===== src/rtl/pattern_seq_pkg.sv =====
// Shared types for the programmable pattern sequencer: run modes,
// FSM states and the decoder for the raw 2-bit mode input.
package pattern_seq_pkg;

    // Sequencing mode latched at start
    typedef enum logic [1:0] {
        MODE_ONESHOT  = 2'd0,
        MODE_LOOP     = 2'd1,
        MODE_PINGPONG = 2'd2
    } mode_e;

    // Sequencer control states
    typedef enum logic [1:0] {
        IDLE = 2'd0,
        RUN  = 2'd1,
        DONE = 2'd2
    } state_e;

    // The reserved encoding 3 behaves as one-shot
    function automatic mode_e decode_mode(input logic [1:0] raw);
        mode_e m;
        case (raw)
            2'd1:    m = MODE_LOOP;
            2'd2:    m = MODE_PINGPONG;
            default: m = MODE_ONESHOT;
        endcase
        return m;
    endfunction

endpackage


===== src/rtl/pattern_seq_gen_if.sv =====
// Control/status bundle of the pattern sequencer. The controller uses the
// master view, the sequencer itself the slave view.
interface pattern_seq_if #(
    parameter int WIDTH = 3,
    parameter int DEPTH = 8
);
    localparam int AW = $clog2(DEPTH);
    localparam int LW = $clog2(DEPTH + 1);

    logic             wr_en;
    logic [AW-1:0]    wr_addr;
    logic [WIDTH-1:0] wr_data;
    logic [1:0]       mode;
    logic [LW-1:0]    len;
    logic             start;
    logic             stop;
    logic             step_en;

    logic [WIDTH-1:0] pat;
    logic [AW-1:0]    idx;
    logic             valid;
    logic             done;
    logic             wrap;
    logic             err;

    modport master (
        output wr_en, wr_addr, wr_data, mode, len, start, stop, step_en,
        input  pat, idx, valid, done, wrap, err
    );

    modport slave (
        input  wr_en, wr_addr, wr_data, mode, len, start, stop, step_en,
        output pat, idx, valid, done, wrap, err
    );

endinterface


===== src/rtl/pattern_seq_gen_table.sv =====
// DEPTH x WIDTH pattern register file. Every entry resets to RESET_VAL,
// one synchronous write port, combinational read port.
module pattern_table #(
    parameter int               WIDTH     = 3,
    parameter int               DEPTH     = 8,
    parameter logic [WIDTH-1:0] RESET_VAL = '0
) (
    input  logic                     clk,
    input  logic                     rst_n,
    input  logic                     i_wr_en,
    input  logic [$clog2(DEPTH)-1:0] i_wr_addr,
    input  logic [WIDTH-1:0]         i_wr_data,
    input  logic [$clog2(DEPTH)-1:0] i_rd_addr,
    output logic [WIDTH-1:0]         o_rd_data
);
    localparam int AW = $clog2(DEPTH);

    logic [WIDTH-1:0] r_mem [DEPTH];
    logic [DEPTH-1:0] w_we;

    // One-hot write enable per entry
    generate
        for (genvar gi = 0; gi < DEPTH; gi++) begin : g_we
            assign w_we[gi] = i_wr_en && (i_wr_addr == AW'(gi));
        end
    endgenerate

    // Entry storage: whole table returns to RESET_VAL on reset
    always_ff @(posedge clk or negedge rst_n) begin
        if (!rst_n) begin
            for (int i = 0; i < DEPTH; i++) begin
                r_mem[i] <= RESET_VAL;
            end
        end else begin
            for (int i = 0; i < DEPTH; i++) begin
                if (w_we[i]) begin
                    r_mem[i] <= i_wr_data;
                end
            end
        end
    end

    assign o_rd_data = r_mem[i_rd_addr];

endmodule


===== src/rtl/pattern_seq_gen.sv =====
// Programmable pattern sequencer: steps a WIDTH-bit output through the
// first len entries of a DEPTH-entry table in one-shot, loop or ping-pong
// order. All outputs are registered; pat is loaded in the same edge as idx
// so it always shows table[idx] while running.
module pattern_seq_gen
    import pattern_seq_pkg::*;
#(
    parameter int               WIDTH     = 3,
    parameter int               DEPTH     = 8,
    parameter logic [WIDTH-1:0] RESET_VAL = WIDTH'(3'b101)
) (
    input  logic         clk,
    input  logic         rst_n,
    pattern_seq_if.slave bus
);
    localparam int            AW      = $clog2(DEPTH);
    localparam int            LW      = $clog2(DEPTH + 1);
    localparam logic [LW-1:0] DEPTH_L = LW'(DEPTH);

    // Registered state
    state_e           r_state;
    mode_e            r_mode;
    logic             r_dir_down;
    logic [AW-1:0]    r_last;
    logic [AW-1:0]    r_idx;
    logic [WIDTH-1:0] r_pat;
    logic             r_valid;
    logic             r_done;
    logic             r_wrap;
    logic             r_err;

    // Next-state values
    state_e           w_state_next;
    mode_e            w_mode_next;
    logic             w_dir_down_next;
    logic [AW-1:0]    w_last_next;
    logic [AW-1:0]    w_idx_next;
    logic [WIDTH-1:0] w_pat_next;
    logic             w_done_next;
    logic             w_wrap_next;
    logic             w_err_next;

    // Helpers
    logic             w_pat_load;
    logic             w_pat_clear;
    logic             w_len_ok;
    logic             w_addr_bad;
    logic             w_wr_ok;
    logic [WIDTH-1:0] w_rd_data;

    // A start request is only legal for 1..DEPTH active entries
    assign w_len_ok = (bus.len != '0) && (bus.len <= DEPTH_L);

    // Out-of-range write addresses only exist when DEPTH is not a power of two
    generate
        if ((1 << AW) > DEPTH) begin : g_addr_chk
            assign w_addr_bad = ({1'b0, bus.wr_addr} >= (AW + 1)'(DEPTH));
        end else begin : g_addr_full
            assign w_addr_bad = 1'b0;
        end
    endgenerate

    // The table is frozen while a sequence runs
    assign w_wr_ok = bus.wr_en && (r_state != RUN) && !w_addr_bad;

    // Every illegal request folds into a single err pulse; a start that
    // loses to stop is not an error
    assign w_err_next = (bus.wr_en && ((r_state == RUN) || w_addr_bad))
                     || (bus.start && !bus.stop && (r_state != RUN) && !w_len_ok);

    pattern_table #(
        .WIDTH     (WIDTH),
        .DEPTH     (DEPTH),
        .RESET_VAL (RESET_VAL)
    ) u_table (
        .clk       (clk),
        .rst_n     (rst_n),
        .i_wr_en   (w_wr_ok),
        .i_wr_addr (bus.wr_addr),
        .i_wr_data (bus.wr_data),
        .i_rd_addr (w_idx_next),
        .o_rd_data (w_rd_data)
    );

    // Next-state, index/direction and pulse decisions
    always_comb begin
        w_state_next    = r_state;
        w_mode_next     = r_mode;
        w_dir_down_next = r_dir_down;
        w_last_next     = r_last;
        w_idx_next      = r_idx;
        w_pat_load      = 1'b0;
        w_pat_clear     = 1'b0;
        w_done_next     = 1'b0;
        w_wrap_next     = 1'b0;

        if (bus.stop) begin
            // stop overrides start and stepping in every state
            w_state_next    = IDLE;
            w_idx_next      = '0;
            w_pat_clear     = 1'b1;
            w_dir_down_next = 1'b0;
        end else begin
            case (r_state)
                IDLE, DONE: begin
                    if (bus.start && w_len_ok) begin
                        w_state_next    = RUN;
                        w_mode_next     = decode_mode(bus.mode);
                        w_last_next     = AW'(bus.len - LW'(1));
                        w_idx_next      = '0;
                        w_dir_down_next = 1'b0;
                        w_pat_load      = 1'b1;
                    end
                end
                RUN: begin
                    if (bus.step_en) begin
                        case (r_mode)
                            MODE_LOOP: begin
                                w_pat_load = 1'b1;
                                if (r_idx == r_last) begin
                                    w_idx_next  = '0;
                                    w_wrap_next = 1'b1;
                                end else begin
                                    w_idx_next = r_idx + AW'(1);
                                end
                            end
                            MODE_PINGPONG: begin
                                w_pat_load = 1'b1;
                                if (r_last == '0) begin
                                    // single entry: every step is a reversal
                                    w_idx_next  = '0;
                                    w_wrap_next = 1'b1;
                                end else if (!r_dir_down) begin
                                    w_idx_next = r_idx + AW'(1);
                                    if ((r_idx + AW'(1)) == r_last) begin
                                        w_wrap_next     = 1'b1;
                                        w_dir_down_next = 1'b1;
                                    end
                                end else begin
                                    w_idx_next = r_idx - AW'(1);
                                    if (r_idx == AW'(1)) begin
                                        w_wrap_next     = 1'b1;
                                        w_dir_down_next = 1'b0;
                                    end
                                end
                            end
                            default: begin
                                if (r_idx == r_last) begin
                                    // last entry stays on pat/idx through DONE
                                    w_state_next = DONE;
                                    w_done_next  = 1'b1;
                                end else begin
                                    w_idx_next = r_idx + AW'(1);
                                    w_pat_load = 1'b1;
                                end
                            end
                        endcase
                    end
                end
                default: begin
                    w_state_next = IDLE;
                    w_idx_next   = '0;
                    w_pat_clear  = 1'b1;
                end
            endcase
        end
    end

    assign w_pat_next = w_pat_clear ? RESET_VAL : (w_pat_load ? w_rd_data : r_pat);

    // State, index and output registers
    always_ff @(posedge clk or negedge rst_n) begin
        if (!rst_n) begin
            r_state    <= IDLE;
            r_mode     <= MODE_ONESHOT;
            r_dir_down <= 1'b0;
            r_last     <= '0;
            r_idx      <= '0;
            r_pat      <= RESET_VAL;
            r_valid    <= 1'b0;
            r_done     <= 1'b0;
            r_wrap     <= 1'b0;
            r_err      <= 1'b0;
        end else begin
            r_state    <= w_state_next;
            r_mode     <= w_mode_next;
            r_dir_down <= w_dir_down_next;
            r_last     <= w_last_next;
            r_idx      <= w_idx_next;
            r_pat      <= w_pat_next;
            r_valid    <= (w_state_next == RUN);
            r_done     <= w_done_next;
            r_wrap     <= w_wrap_next;
            r_err      <= w_err_next;
        end
    end

    assign bus.pat   = r_pat;
    assign bus.idx   = r_idx;
    assign bus.valid = r_valid;
    assign bus.done  = r_done;
    assign bus.wrap  = r_wrap;
    assign bus.err   = r_err;

endmodule


===== src/flat_wrapper.sv =====
// flat-port wrapper written by rule: the top's interface ports become plain ports
module pattern_seq_gen_flat import pattern_seq_pkg::*;
#(
    parameter int               WIDTH     = 3,
    parameter int               DEPTH     = 8,
    parameter logic [WIDTH-1:0] RESET_VAL = WIDTH'(3'b101)
)
  (clk, rst_n, bus_wr_en, bus_wr_addr, bus_wr_data, bus_mode, bus_len, bus_start, bus_stop, bus_step_en, bus_pat, bus_idx, bus_valid, bus_done, bus_wrap, bus_err);
  pattern_seq_if #(.WIDTH(WIDTH), .DEPTH(DEPTH)) bus_i ();
  input  logic clk;
  input  logic rst_n;
  input wire logic [$bits(bus_i.wr_en)-1:0] bus_wr_en;
  input wire logic [$bits(bus_i.wr_addr)-1:0] bus_wr_addr;
  input wire logic [$bits(bus_i.wr_data)-1:0] bus_wr_data;
  input wire logic [$bits(bus_i.mode)-1:0] bus_mode;
  input wire logic [$bits(bus_i.len)-1:0] bus_len;
  input wire logic [$bits(bus_i.start)-1:0] bus_start;
  input wire logic [$bits(bus_i.stop)-1:0] bus_stop;
  input wire logic [$bits(bus_i.step_en)-1:0] bus_step_en;
  output wire logic [$bits(bus_i.pat)-1:0] bus_pat;
  output wire logic [$bits(bus_i.idx)-1:0] bus_idx;
  output wire logic [$bits(bus_i.valid)-1:0] bus_valid;
  output wire logic [$bits(bus_i.done)-1:0] bus_done;
  output wire logic [$bits(bus_i.wrap)-1:0] bus_wrap;
  output wire logic [$bits(bus_i.err)-1:0] bus_err;
  assign bus_i.wr_en = bus_wr_en;
  assign bus_i.wr_addr = bus_wr_addr;
  assign bus_i.wr_data = bus_wr_data;
  assign bus_i.mode = bus_mode;
  assign bus_i.len = bus_len;
  assign bus_i.start = bus_start;
  assign bus_i.stop = bus_stop;
  assign bus_i.step_en = bus_step_en;
  assign bus_pat = bus_i.pat;
  assign bus_idx = bus_i.idx;
  assign bus_valid = bus_i.valid;
  assign bus_done = bus_i.done;
  assign bus_wrap = bus_i.wrap;
  assign bus_err = bus_i.err;
  pattern_seq_gen #(.WIDTH(WIDTH), .DEPTH(DEPTH), .RESET_VAL(RESET_VAL)) u_core (.clk(clk), .rst_n(rst_n), .bus(bus_i));
endmodule

===== config.mk =====
export PLATFORM = sky130hd
export DESIGN_NAME = pattern_seq_gen_flat
export DESIGN_NICKNAME = d
export VERILOG_FILES = /design/src/rtl/pattern_seq_pkg.sv /design/src/rtl/pattern_seq_gen_if.sv /design/src/rtl/pattern_seq_gen_table.sv /design/src/rtl/pattern_seq_gen.sv /design/src/flat_wrapper.sv
export SDC_FILE = /design/constraint.sdc
export NUM_CORES = 1
export LEC_CHECK = 0
export ABC_CLOCK_PERIOD_IN_PS = 2600
export CAP_MARGIN = 20
export CORE_ASPECT_RATIO = 0.9
export CORE_UTILIZATION = 51
export DETAILED_ROUTE_END_ITERATION = 16
export PLACE_DENSITY = 0.76
export SKIP_LAST_GASP = 1
export SYNTH_ARGS = -nofsm -noshare
export SYNTH_HDL_FRONTEND = slang
export SYNTH_SLANG_ARGS = --single-unit
export TNS_END_PERCENT = 50

===== constraint.sdc =====
create_clock -name clk -period 2.6 [get_ports clk]
set_input_delay 0.52 -clock clk [delete_from_list [all_inputs] [get_ports clk]]
set_output_delay 0.52 -clock clk [all_outputs]
set_load 0.05 [all_outputs]

==> impl_results.md <==
* P per Cell Area at 613 nW/um^2
* Max VDD drop at 543 uV
* First-pass GRT wire length at 9580 um
* WL per Instance at 16.2 um
* Filler cells at 333
* Outcome: completed
* Top-area cell type share of the netlist area at 24.3%
* Setup CP Type: input port to flop
* #FFs+latches synth at 42
* Die area at 5120 um^2
* Num rows at 23
* Die H at 68.0 um
* Drt pass-1 iters at 6
* Comb pwr share at 32.3%
* Clock Path Buffers at 2
* Final antenna-violating net count at 0
* Crit path max-delay family: buffers and inverters
* NumNets Final at 329
* Remaining DRCs at 0
* Int Power at 0.00138 W
* PortBufs at 27
* Die W at 75.3 um
* Synthesized area at 2470 um^2
* Final setup viols at 0
* Layout cells sized above 1 at 41.3%
* RSZ-0062 raised after global routing: yes
* Synthesized Nets at 258
* Fin. Hold Viols at 0
* Slew @ Worst Pin at 0.849 ns
* Largest fanout on the critical path at 4
* Netlist cell types at 49
* Syn Inst Count at 233
* Slowest CP cell: clkdlybuf4s50_1
* Max-cap violations at 0
* Core Area at 4550 um^2
* Initial Util at 54.3%
* Via count at 2048
* Main synth FF type: dfrtp_1
* Slew margin rel. at 43.4%
* Number of global-route vias before repair at 1981
* Root Driver: clkbuf_8
* Area Overhead vs Synth at 33.9%
* Hpwl dp at 4530 um
* CP endpoint kind: flop
* Crit path DAT at 2.72 ns
* Max Freq at 393 MHz
* Yosys top cell by area: dfrtp_1
* GR Util All Layers at 25.7%
* Register area at 1080 um^2
* Worst Setup Start Kind: input port
* Clock power share at 21.7%
* Min-delay worst type: input port to async pin
* # H-tree levels at 2
* Area occupied by multi-input gates at 1380 um^2
* Routed WL at 5950 um
* R2R cell count at 10
* Largest net degree at the start of global routing at 40
* Reg2Reg Setup Slack at 0.08 ns
* Leak pwr at 1.39 nW
* Placed Area at 3100 um^2
* CP Depth at 12
* Switch Pwr at 0.000648 W
* Initial antenna violation count at 0
* CTS Sinks at 42
* CTS tree: done
* Post-DR vias/cell at 5.58
* Period utilization at 97.8%
* Most common library cells after synthesis: dfrtp_1, mux2_2, nor2_1
* Flop pwr share at 46.0%
* N_diodes at 0
* EDFF count, synth at 0
* Sequential area share after synthesis at 43.5%
* Post-route minimum period at 2.54 ns
* Fin area at 3300 um^2
* Largest stage delay, worst path at 0.45 ns
* TritonCTS Buffers at 5
* Worst Path Required at 2.78 ns
* Sw Ratio at 32.0%
* Clk_lat worst skew at 0.29 ns
* Synth warn at 0
* Crit path cell chain: clkdlybuf4s50_1, inv_1, ha_2, nor2b_4, xnor2_2, buf_4, a211oi_4, buf_4, o31ai_2, mux2i_1, mux2i_1, a211o_1
* Initial DRC Count at 136
* Setup TNS Final at 0 ns
* Synthesized area per cell at 10.6 um^2
* GRT Residual Overflow at 0
* IO Pins at 28
* Final Skew at 0.00601 ns
* Buf+Inv Stages, Crit Path at 4
* Final-report max-slew violation count at 0
* Dominant cells by area after synthesis: dfrtp_1, dfstp_2, mux2_2, mux2i_1, ha_1
* GP Congestion at 0.866
* Clk slew on worst S/H paths at 0.08 ns
* FFs w/ async S/R, synth at 100%
[logic make-up (layout without fill, tap and decap cells)]
group	Yosys count	in the layout	share of synthesized area, %
simple gates	67	67	14.2
compound gates	49	49	15.0
flops	42	42	43.5
mux	34	34	15.0
buf+inv	25	97	4.97
xor+xnor	9	9	3.80
fa+ha+maj	7	7	3.55
[flip-flops by register name (all words and copies together), names as in the netlist]
register and cells:
u_core.bus.done 1, u_core.bus.pat 3, u_core.r_last 3, u_core.bus.valid 1
u_core.bus.err 1, u_core.r_dir_down 1, u_core.bus.wrap 1, u_core.r_state 2
u_core.bus.idx 3, u_core.r_mode 2, u_core.u_table.r_mem 24
[timing repair]
| action | CTS | global route |
|---|---|---|
| hold buffers | 0 | 0 |
| hold endpoints to repair | 0 | 0 |
| pin swaps | 3 | 4 |
| endpoints found under the setup margin | 3 | 3 |
| gates resized for setup | 9 | 12 |
| buffers inserted | 0 | 3 |
| cloned | 0 | 0 |
[metal layers]
metal / GRT usage (%) / part of all wire [%] / vias to the layer above
met4: 8.80 / 1.5 / 0
met2: 37.8 / 45 / 58
met5: 0 / 0 / -
met1: 38.3 / 50 / 993
li1: - / - / 988
met3: 3.83 / 3.7 / 9
[power groups by stage]
stage / Sequential (W) / Combinational [W] / Clock, W
6_report: 0.000930 / 0.000654 / 0.000439
5_1_grt: 0.000944 / 0.000712 / 0.000470
4_1_cts: 0.000924 / 0.000637 / 0.000444
3_5_place_dp: 0.000935 / 0.000631 / 0
3_3_place_gp: 0.000930 / 0.000613 / 0
2_1_floorplan: 0.000943 / 0.000364 / 0
[final timing paths]
path | start | to
hold / removal | rst_n | u_core.r_last[1]
setup reg to reg | u_core.r_last[1] | u_core.bus.pat[0]
max in group asynchronous | rst_n | u_core.u_table.r_mem[9]
min in group clk | u_core.bus.pat[2] | u_core.bus.pat[2]
setup / recovery | bus_len[1] | u_core.bus.pat[1]
hold reg to reg | u_core.bus.pat[2] | u_core.bus.pat[2]
[cell usage in the layout (no fill, tap or decap), drive strengths merged, types with 4 or more instances in the layout]
| cell | synthesis | routed |
|---|---|---|
| a21oi | 10 | 10 |
| ha | 7 | 7 |
| and3 | 4 | 4 |
| inv | 17 | 17 |
| nand2 | 8 | 8 |
| o21ai | 7 | 7 |
| nor3 | 6 | 6 |
| clkdlybuf4s50 | 0 | 25 |
| nor2 | 19 | 19 |
| dfstp | 18 | 18 |
| mux2 | 24 | 24 |
| nand3 | 7 | 7 |
| dfrtp | 24 | 24 |
| buf | 6 | 46 |
| nand3b | 7 | 7 |
| a211oi | 8 | 8 |
| xnor2 | 8 | 8 |
| clkbuf | 2 | 6 |
| mux2i | 10 | 10 |
[cell type report]
class	count	share of cell area, %
multi-input combinational	166	41.8
clock buffer	6	2.50
timing repair buffer	72	18.4
clock inverter	2	0.379
inverter	17	1.93
sequential	42	32.6
tap	62	2.35
[worst reg2reg max path, cell delays in order, from the launching register on]
cell,delay (ns)
dfrtp_1,0.43
xnor2_1,0.22
and3_4,0.22
inv_2,0.05
ha_4,0.20
a311oi_1,0.31
and3_1,0.23
a21o_2,0.20
mux2i_2,0.31
o2111ai_1,0.15
o221a_1,0.14
[through the flow]
step	utilization, %	hold WS, ns	setup slack, ns	total power (W)	instances
6_report	72.7	0.335	0.0578	0.00202	367
5_1_grt	72.7	0.396	-0.0565	0.00213	367
4_1_cts	71.2	0.357	0.0140	0.00201	364
3_5_place_dp	68.2	0.500	-0.552	0.00157	356
3_3_place_gp	68.2	0.489	-0.442	0.00154	356
2_1_floorplan	-	0.224	0.0280	0.00131	233
(Power assumes the default switching activity.)
==> patch 1 (config.mk and constraints unchanged) <==
`WIDTH` is set to 3 in 4 places; all go to 6.
--- a/src/rtl/pattern_seq_gen_if.sv
+++ b/src/rtl/pattern_seq_gen_if.sv
@@ -3,3 +3,3 @@
 interface pattern_seq_if #(
-    parameter int WIDTH = 3,
+    parameter int WIDTH = 6,
     parameter int DEPTH = 8
--- a/src/rtl/pattern_seq_gen_table.sv
+++ b/src/rtl/pattern_seq_gen_table.sv
@@ -3,3 +3,3 @@
 module pattern_table #(
-    parameter int               WIDTH     = 3,
+    parameter int               WIDTH     = 6,
     parameter int               DEPTH     = 8,
--- a/src/rtl/pattern_seq_gen.sv
+++ b/src/rtl/pattern_seq_gen.sv
@@ -7,3 +7,3 @@
 #(
-    parameter int               WIDTH     = 3,
+    parameter int               WIDTH     = 6,
     parameter int               DEPTH     = 8,
--- a/src/flat_wrapper.sv
+++ b/src/flat_wrapper.sv
@@ -3,3 +3,3 @@
 #(
-    parameter int               WIDTH     = 3,
+    parameter int               WIDTH     = 6,
     parameter int               DEPTH     = 8,
Interface: changed (resized bus_pat and bus_wr_data); port bits go from 28 to 34. The function was not compared with the original's and may differ.
==> patch 1 against the unedited design <==
  * Non-clock buffer count increased by 6
  * Sequential cell count increased by 27
  * Largest cell class unchanged
  * Power increased by 61%
  * Critical path depth decreased by 2
  * Cell count increased by 29%
  * Utilization decreased by 4.0 points
  * Critical endpoint is now u_core.bus.pat[3]
  * Wire length increased by 40%
  * Final area increased by 39%
  * Combinational power increased by 39%
  * Setup slack improved by 24 ps
  * Die area increased by 44%
  * Synthesized area increased by 45%
==> patch 1: results (changes against the unedited design) <==
\begin{tabular}{lr}
\hline
Metric & Value \\
\hline
\multicolumn{2}{l}{\textbf{Status}} \\
\quad Run status & finished, final reports clean (unchanged) \\
\multicolumn{2}{l}{\textbf{Final layout}} \\
\quad Area of combinational cells with multiple inputs & 1780 µm² (was 1380 µm²) \\
\quad Clock network contribution to total cell area & 4.14\% (was 2.88\%) \\
\quad Count of nets after finishing & 405 (was 329) \\
\quad Area used by sequential logic in the layout & 1750 µm² (was 1080 µm²) \\
\quad Plain + repair buffers & 78 (was 72) \\
\quad Data-path buffer share of cell area in the final layout & 15.6\% (was 18.4\%) \\
\quad Clock Buffer Count & 9 (was 6) \\
\multicolumn{2}{l}{\textbf{Worst setup path}} \\
\quad Critical path's largest stage delay & 520 ps (was 450 ps) \\
\multicolumn{2}{l}{\textbf{GRT}} \\
\quad Vias in the first global route & 2629 (was 1981) \\
\quad First-pass GRT wire length & 13600 µm (was 9580 µm) \\
\quad Met2 global-route usage & 41.5\% (was 37.8\%) \\
\multicolumn{2}{l}{\textbf{Detailed routing}} \\
\quad Met1 wire length & 3800 µm (was 2990 µm) \\
\quad Met2 wire length & 3980 µm (was 2650 µm) \\
\quad Routed len/inst & 17.6 µm (was 16.2 µm) \\
\quad Initial drt markers & 173 (was 136) \\
\multicolumn{2}{l}{\textbf{Placed design}} \\
\quad Final weighted congestion in routability-driven placement & 0.874 (was 0.866) \\
\quad Port buffer count & 33 (was 27) \\
\quad Placed instance count & 451 (was 356) \\
\quad Placed instance area & 4320 µm² (was 3100 µm²) \\
\multicolumn{2}{l}{\textbf{Clocking}} \\
\quad H-tree level count & 3 (was 2) \\
\quad Clock latency of the later-clocked register in the worst-skew pair & 350 ps (was 290 ps) \\
\multicolumn{2}{l}{\textbf{Yosys}} \\
\quad Synth Area in Adders & 2.44\% (was 3.55\%) \\
\quad Cell variety after synth & 52 (was 49) \\
\quad Register bit total from synthesis & 69 (was 42) \\
\quad Synth Instances & 300 (was 233) \\
\quad Post-synthesis compound-gate area fraction & 10.2\% (was 15.0\%) \\
\multicolumn{2}{l}{\textbf{Power and ir drop}} \\
\quad Cell Pwr Density & 710 nW/µm² (was 613 nW/µm²) \\
\quad Power dissipated in sequential cells & 1.50 mW (was 0.930 mW) \\
\quad Clock group power & 0.852 mW (was 0.439 mW) \\
\quad Leakage & 1.94 nW (was 1.39 nW) \\
\hline
\end{tabular}
## patch 1: cell types whose count changed after synthesis, sizes merged, moves of 5 or more
cell / change
dfrtp: +27
inv: -5
a21oi: +5
o211ai: +6
nand2: +11
a211oi: -6
mux2: +26
clkbuf: +5
## patch 1: what timing repair did
action	in CTS	in global routing
gates resized for setup	2	11
buffers inserted	0	5
endpoints found under the setup margin	2	6
hold endpoints to repair	0	0
pin swaps	1	9
## patch 1: path summary, 6_finish.rpt
check / endpoint / slack (ps) / from
max in group asynchronous: u_core.u_table.r_mem[38] / 1700 / rst_n
worst min-delay path: u_core.r_last[2] / 180 / rst_n
worst max-delay path: u_core.bus.pat[3] / 80 / u_core.bus.idx[1]
worst min register to register: u_core.u_table.r_mem[47] / 500 / u_core.u_table.r_mem[47]
worst max register to register: u_core.bus.pat[3] / 80 / u_core.bus.idx[1]
min in group clk: u_core.r_last[0] / 370 / bus_len[0]
==> patch 2 (same settings) <==
Made on the original files. Reset style: synchronous (`rst_n`), changed in 2 clocked blocks.
--- a/src/rtl/pattern_seq_gen_table.sv
+++ b/src/rtl/pattern_seq_gen_table.sv
@@ -28,3 +28,3 @@
     // Entry storage: whole table returns to RESET_VAL on reset
-    always_ff @(posedge clk or negedge rst_n) begin
+    always_ff @(posedge clk) begin
         if (!rst_n) begin
--- a/src/rtl/pattern_seq_gen.sv
+++ b/src/rtl/pattern_seq_gen.sv
@@ -171,3 +171,3 @@
     // State, index and output registers
-    always_ff @(posedge clk or negedge rst_n) begin
+    always_ff @(posedge clk) begin
         if (!rst_n) begin
Behaviour: differs if rst_n is asserted again (counterexample within 4 cycles, from zero or initial values and one cycle with rst_n low); with rst_n held inactive, the same outputs for 4 cycles.
==> patch 2 against the unedited design <==
  * Count of clock-buffer cells in the layout is 1 lower
  * Synthesized area is 1.3% lower
  * Critical path depth stayed put
  * Final area is 3.9% lower
  * Global-route usage is 0.48 points higher
  * Setup slack better by 59 ps
  * Largest cell class unchanged
  * Cell count is 3.3% higher
  * Wire length is 0.30% lower
  * Sequential cell count stayed put
Power is not compared: it rests on default switching activity, and its combinational part moved more than twofold at a synthesized area within 25%.
==> patch 2: results (changes against the unedited design) <==
\begin{tabular}{lr}
\hline
Metric & Value \\
\hline
\multicolumn{2}{l}{\textbf{Worst setup path}} \\
\quad Top Family by Delay on Critical Path & compound AO/OA/AOI/OAI gates (was buffers and inverters) \\
\quad CP startpoint kind & flop (was input pin) \\
\quad Critical path's largest stage delay & 400 ps (was 450 ps) \\
\quad Data arrival time at the worst-slack endpoint & 2670 ps (was 2720 ps) \\
\multicolumn{2}{l}{\textbf{Yosys}} \\
\quad Asr flop ratio synth & 0\% (was 100\%) \\
\quad Synth Instances & 254 (was 233) \\
\quad Synth Area in Adders & 3.60\% (was 3.55\%) \\
\quad Post-synth top cells & sky130\_fd\_sc\_hd\_\_nand2\_1 (34), sky130\_fd\_sc\_hd\_\_nor2\_1 (26), sky130\_fd\_sc\_hd\_\_edfxtp\_1 (24), sky130\_fd\_sc\_hd\_\_dfxtp\_1 (18), sky130\_fd\_sc\_hd\_\_inv\_1 (13) (was sky130\_fd\_sc\_hd\_\_dfrtp\_1 (24), sky130\_fd\_sc\_hd\_\_mux2\_2 (24), sky130\_fd\_sc\_hd\_\_nor2\_1 (19), sky130\_fd\_sc\_hd\_\_dfstp\_2 (18), sky130\_fd\_sc\_hd\_\_inv\_1 (16)) \\
\quad Cell variety after synth & 58 (was 49) \\
\quad Number of enable flip-flop cells after synthesis & 24 (was 0) \\
\multicolumn{2}{l}{\textbf{GRT}} \\
\quad Total track usage & 26.1\% (was 25.7\%) \\
\quad Vias in the first global route & 1897 (was 1981) \\
\quad Maximum number of pins on one net before global-route repair & 15 (was 40) \\
\multicolumn{2}{l}{\textbf{Worst hold path}} \\
\quad Kind of path behind the tightest hold check & reg2reg (was in2async) \\
\multicolumn{2}{l}{\textbf{Detailed routing}} \\
\quad Initial drt markers & 202 (was 136) \\
\quad Ratio of routed vias to standard cells & 5.63 (was 5.58) \\
\multicolumn{2}{l}{\textbf{STA}} \\
\quad Final worst path period need & 2480 ps (was 2540 ps) \\
\multicolumn{2}{l}{\textbf{Placed design}} \\
\quad Pre-CTS worst setup slack & -470 ps (was -552 ps) \\
\multicolumn{2}{l}{\textbf{Final layout}} \\
\quad Count of nets after finishing & 341 (was 329) \\
\multicolumn{2}{l}{\textbf{Status}} \\
\quad Run status & finished, final reports clean (unchanged) \\
\hline
\end{tabular}
## patch 2: changes by cell type in the layout (fill, tap and decap cells not counted), sizes merged, moves of 5 or more
cell    change
a211oi      -5
buf        -11
dfrtp      -24
dfstp      -18
dfxtp      +18
edfxtp     +24
mux2       -21
nand2      +27
nand2b      +5
nor2        +7
## patch 2: cell type report
| type | count | area [µm²] | share of cell area [%] |
|---|---|---|---|
| multi-input combinational | 192 | 1270 | 40.1 |
| clock inverter | 3 | 68.8 | 2.17 |
| inverter | 13 | 48.8 | 1.54 |
| timing repair buffer | 62 | 549 | 17.3 |
| clock buffer | 5 | 68.8 | 2.17 |
| tap | 62 | 77.6 | 2.44 |
| sequential | 42 | 1090 | 34.3 |
## patch 2: layer usage
metal | wire (µm) | track usage, % | vias up
li1 | - | - | 1036
met1 | 2830 | 38.7 | 994
met2 | 2650 | 37.4 | 94
met3 | 396 | 6.87 | 10
met4 | 57 | 7.31 | 0
met5 | 0 | 0 | -
